## src/rtl/serial_adc_scanner.sv

```systemverilog
// Round-robin scanner for N_CH TLC549-style serial ADCs on a shared clock/data bus.
// Each word is delivered with its channel tag, a valid pulse and a stale qualifier.
module serial_adc_scanner #(
    parameter int DATA_W      = 8,
    parameter int N_CH        = 3,
    parameter int CH_W        = 2,
    parameter int CLK_DIV     = 42,
    parameter int CS_SETUP    = 83,
    parameter int CONV_CYCLES = 834,
    parameter bit MSB_FIRST   = 1'b1
) (
    input  logic              clk_in,
    input  logic              reset,
    input  logic              enable,
    input  logic              single,
    input  logic              data_in,
    output logic              ADC_clk,
    output logic [N_CH-1:0]   CS,
    output logic [DATA_W-1:0] ADC_value,
    output logic [CH_W-1:0]   ADC_ch,
    output logic              value_valid,
    output logic              stale,
    output logic              frame_done,
    output logic              busy
);

    localparam int MAX_A   = (CS_SETUP > CLK_DIV) ? CS_SETUP : CLK_DIV;
    localparam int MAX_CNT = (MAX_A > CONV_CYCLES) ? MAX_A : CONV_CYCLES;
    localparam int CNT_W   = $clog2(MAX_CNT + 1);
    localparam int BIT_W   = $clog2(DATA_W + 1);

    localparam logic [CNT_W-1:0] SETUP_LAST = CNT_W'(CS_SETUP - 1);
    localparam logic [CNT_W-1:0] DIV_LAST   = CNT_W'(CLK_DIV - 1);
    localparam logic [CNT_W-1:0] CONV_LAST  = CNT_W'(CONV_CYCLES - 1);
    localparam logic [BIT_W-1:0] BIT_LAST   = BIT_W'(DATA_W - 1);
    localparam logic [CH_W-1:0]  CH_LAST    = CH_W'(N_CH - 1);
    localparam logic [N_CH-1:0]  CS_ONE     = N_CH'(1);

    typedef enum logic [2:0] {
        IDLE,
        SETUP,
        HIGH,
        LOW,
        CONV
    } state_t;

    state_t            state;
    logic [CNT_W-1:0]  cnt;
    logic [BIT_W-1:0]  bit_cnt;
    logic [CH_W-1:0]   ptr;
    logic [DATA_W-1:0] shreg;
    logic [N_CH-1:0]   seen;
    logic              single_mode;

    logic              last_ch;
    logic [CH_W-1:0]   next_ptr;
    logic [N_CH-1:0]   cs_cur;
    logic [N_CH-1:0]   cs_next;
    logic              go_idle;
    logic [DATA_W-1:0] shifted;

    always_comb begin
        last_ch  = (ptr == CH_LAST);
        next_ptr = last_ch ? '0 : ptr + 1'b1;
        cs_cur   = ~(CS_ONE << ptr);
        cs_next  = ~(CS_ONE << next_ptr);
        // Continuous mode wins whenever enable is high, even mid single frame.
        go_idle  = enable ? 1'b0 : (single_mode ? last_ch : 1'b1);
        if (MSB_FIRST)
            shifted = {shreg[DATA_W-2:0], data_in};
        else
            shifted = {data_in, shreg[DATA_W-1:1]};
    end

    always_ff @(posedge clk_in or posedge reset) begin
        if (reset) begin
            state       <= IDLE;
            cnt         <= '0;
            bit_cnt     <= '0;
            ptr         <= '0;
            shreg       <= '0;
            seen        <= '0;
            single_mode <= 1'b0;
            ADC_clk     <= 1'b0;
            CS          <= '1;
            ADC_value   <= '0;
            ADC_ch      <= '0;
            value_valid <= 1'b0;
            stale       <= 1'b0;
            frame_done  <= 1'b0;
            busy        <= 1'b0;
        end else begin
            value_valid <= 1'b0;
            stale       <= 1'b0;
            frame_done  <= 1'b0;
            unique case (state)
                IDLE: begin
                    if (enable || single) begin
                        single_mode <= ~enable;
                        state       <= SETUP;
                        CS          <= cs_cur;
                        cnt         <= '0;
                        busy        <= 1'b1;
                    end
                end
                SETUP: begin
                    if (cnt == SETUP_LAST) begin
                        cnt     <= '0;
                        bit_cnt <= '0;
                        state   <= HIGH;
                        ADC_clk <= 1'b1;
                        shreg   <= shifted;
                    end else begin
                        cnt <= cnt + 1'b1;
                    end
                end
                HIGH: begin
                    if (cnt == DIV_LAST) begin
                        cnt     <= '0;
                        state   <= LOW;
                        ADC_clk <= 1'b0;
                    end else begin
                        cnt <= cnt + 1'b1;
                    end
                end
                LOW: begin
                    if (cnt != DIV_LAST) begin
                        cnt <= cnt + 1'b1;
                    end else if (bit_cnt == BIT_LAST) begin
                        cnt         <= '0;
                        state       <= CONV;
                        CS          <= '1;
                        ADC_value   <= shreg;
                        ADC_ch      <= ptr;
                        value_valid <= 1'b1;
                        stale       <= ~seen[ptr];
                        seen[ptr]   <= 1'b1;
                        frame_done  <= last_ch;
                    end else begin
                        cnt     <= '0;
                        bit_cnt <= bit_cnt + 1'b1;
                        state   <= HIGH;
                        ADC_clk <= 1'b1;
                        shreg   <= shifted;
                    end
                end
                CONV: begin
                    if (cnt == CONV_LAST) begin
                        cnt <= '0;
                        ptr <= next_ptr;
                        if (enable)
                            single_mode <= 1'b0;
                        if (go_idle) begin
                            state <= IDLE;
                            busy  <= 1'b0;
                        end else begin
                            state <= SETUP;
                            CS    <= cs_next;
                        end
                    end else begin
                        cnt <= cnt + 1'b1;
                    end
                end
                default: state <= IDLE;
            endcase
        end
    end

endmodule
```

## config.mk

```make
export PLATFORM = sky130hd
export DESIGN_NAME = serial_adc_scanner
export DESIGN_NICKNAME = d
export VERILOG_FILES = /design/src/rtl/serial_adc_scanner.sv
export SDC_FILE = /design/constraint.sdc
export NUM_CORES = 1
export LEC_CHECK = 0
export ABC_AREA = 1
export BUFFER_PORTS_ARGS = -buffer_cell sky130_fd_sc_hd__buf_2
export CAP_MARGIN = 20
export CELL_PAD_IN_SITES_DETAIL_PLACEMENT = 0
export CELL_PAD_IN_SITES_GLOBAL_PLACEMENT = 1
export CORE_MARGIN = 5
export CORE_UTILIZATION = 40
export CTS_CLUSTER_SIZE = 16
export DETAILED_ROUTE_END_ITERATION = 6
export PLACE_DENSITY_LB_ADDON = 0.25
export SYNTH_ARGS = -nofsm -noshare
export SYNTH_HDL_FRONTEND = slang
export SYNTH_SLANG_ARGS = --single-unit
```

## constraint.sdc

```tcl
create_clock -name clk_in -period 2.1 [get_ports clk_in]
set_input_delay 0 -clock clk_in [delete_from_list [all_inputs] [get_ports clk_in]]
set_output_delay 0 -clock clk_in [all_outputs]
set_load 0.05 [all_outputs]
```

==> results.ini <==
[critical_path]
max_stage_delay_ns=0.42
worstPathMaxFanout=24
worst_setup_path_end_kind=flip-flop
path_common_cell=nand2_1
setup.worst_path.class=reg -> reg
cp_num_buf_inv=1
setup.worst_path.start_class=flip-flop
required_ns=2.28
cp_data_arrival_time_ns=1.96
slowest_stage=dfrtp_1
critical_path.top_delay_family=simple AND/OR/NAND/NOR gates
cp_cell_sequence=inv_1 > ha_1 > nand2_1 > nor2_1 > nand3_2 > nand2_1 > nand3_4 > nand2_1 > o21ai_2

[route]
vias=1929
drcViolationCount=0
vias_per_cell=4.70
routedWlPerCell_um=12.1
dr.pass1.iters=4
drt-initial-drc-count=142
drt-total-wl_um=4970
drtAntennaViolNets=0

[power_and_ir_drop]
p_total_mw=3.16
powerDensity_nw_per_um2=1110
peakVddDrop_v=0.000761
power.leakage_nw=1.45

[yosys]
synth_top_area_cell=dfrtp_1
ys_types=27
synth_area_leaders=dfrtp_1, nand2_1, o21ai_2, inv_1, nor2_1
avgSynthCellArea_um2=8.44
syn_inst=303
ys_seq_area_share_pct=48.1
ys_ff_latch=49
syn-num-nets=312
ys_warn_count=0
yosysTopAreaCellShare_pct=45.0
syn_area_um2=2560

[status]
status=complete, no violations

[sta]
tns_ns=0
setup_viol=0
slew_headroom_pct=70.9
max_freq_ghz=0.564
worst_pin_slew_ns=0.436
whs_ns=0.0655
fin_crit_sh_pct=84.4
rsz0062_at_grt=false
fin_skew_ns=0.00910
slew_viol_final=0
hold_viol=0
final.min_clock_period_ns=1.77

[clock_tree]
htree_num_levels=2
clkTransAtPathRegs_ns=0.09
clk_latency_ns=0.30
root_buffer=clkbuf_8
cts_buffer_depth=2
clock-sinks=49
cts_tree=built
cts_buffers=5
cts_resized=0

[floorplan]
dieArea_um2=8090
io_pins=23
start_util_pct=40.7
die_y_um=89.9
die_w_um=89.9
core_um2=6280
rows=29

[placed_design]
dp_hpwl_um=3690
placed_cells=400
io_buffers=22
gp_congestion=0.838

[final_layout]
final_util_pct=45.2
final_cells=410
antenna_cells=0
fin_nets=341
drive_above_1_share_pct=24.0
synthToLayoutAreaGrowth_pct=11.1

[global_route]
grt_max_degree=29
first_global_vias=1815
grt_pass1_wl_um=8600
grt_antenna_before_repair=0
gr-total-overflow=0
grtUsageTotal_pct=12.8

[hold_path]
hold_class=in -> reg

[run]
drv_cap=0

[worst min-delay path, cell delays in order]
cell and delay [ns]:
buf_2 0.10, inv_1 0.07, a21oi_1 0.11, a21oi_1 0.05
[where the power goes]
part | switching, mW | internal, mW | leakage (nW)
sequential | 0.170 | 1.18 | 0.640
clock | 0.318 | 0.235 | 0.0374
combinational | 0.870 | 0.389 | 0.773
total | 1.36 | 1.80 | 1.45
[layout by cell type (no fill, tap or decap), drive strengths merged]
cell and n:
a21boi 1, a21oi 5, a31o 1, buf 24, clkbuf 6, clkinvlp 2
dfrtp 46, dfstp 3, dlygate4sd3 2, ha 4, inv 41, nand2 92
nand3 18, nand4 3, nor2 35, nor3 2, o21ai 35, o21bai 5
o221ai 1, or2 3, xor2 4
[metal layers]
metal	vias to the layer above	track usage, %	wire length, um
met5	-	0	0
met4	0	4.09	62
met3	5	2.50	182
met2	32	19.4	2180
met1	884	18.3	2540
li1	1008	-	-
[sequential cells by signal (all words and copies together), names as in the netlist, 2 cells and up]
name and cells:
shreg 8, CS 3, ADC_value 8, ptr 2, state 3, ADC_ch 2
seen 3, cnt 10, bit_cnt 4
[path summary, 6_finish.rpt]
path	slack (ns)	cells past startpoint	to	startpoint
min in group asynchronous	0.26	4	frame_done	reset
worst max register to register	0.33	9	shreg[1]	cnt[1]
worst max-delay path	0.33	9	shreg[1]	cnt[1]
worst min-delay path	0.07	4	single_mode	enable
worst min register to register	0.45	2	seen[1]	seen[1]
max in group asynchronous	1.52	4	cnt[6]	reset
[Yosys cell counts, drive strengths merged]
cell type   n
ha          4
o21bai      5
o21ai      35
dfrtp      46
or2         3
nor3        2
a31o        1
dfstp       3
inv        41
xor2        4
a21oi       5
nand4       3
nor2       35
nand3      18
buf         4
nand2      92
o221ai      1
a21boi      1
[logic make-up (layout without fill, tap and decap cells)]
group	Yosys count	after routing	synth area share, %
flops	49	49	48.1
compound gates	48	48	13.5
fa+ha+maj	4	4	1.96
simple gates	153	153	27.3
buf+inv	45	75	7.78
xor+xnor	4	4	1.37
[per-stage QoR]
step	worst slack (ns)	cell area, um2
CTS	0.320	2840
global placement	0.398	2730
finish	0.328	2840
global route	0.153	2840
floorplan	0.605	2560
detailed placement	0.342	2730
[what timing repair did]
item / in CTS / in global routing
buffers inserted: 0 / 0
hold endpoints to repair: 50 / 0
hold buffers: 2 / 0
[cell type report]
type	count	area (um2)
Sequential cell	49	1230
Clock inverter	2	15.0
Multi-Input combinational cell	209	1130
Clock buffer	6	72.6
Fill cell	616	3440
Tap cell	77	96.3
Timing Repair Buffer	26	145
Inverter	41	154
Note: power is estimated with default switching activity, not from simulation.
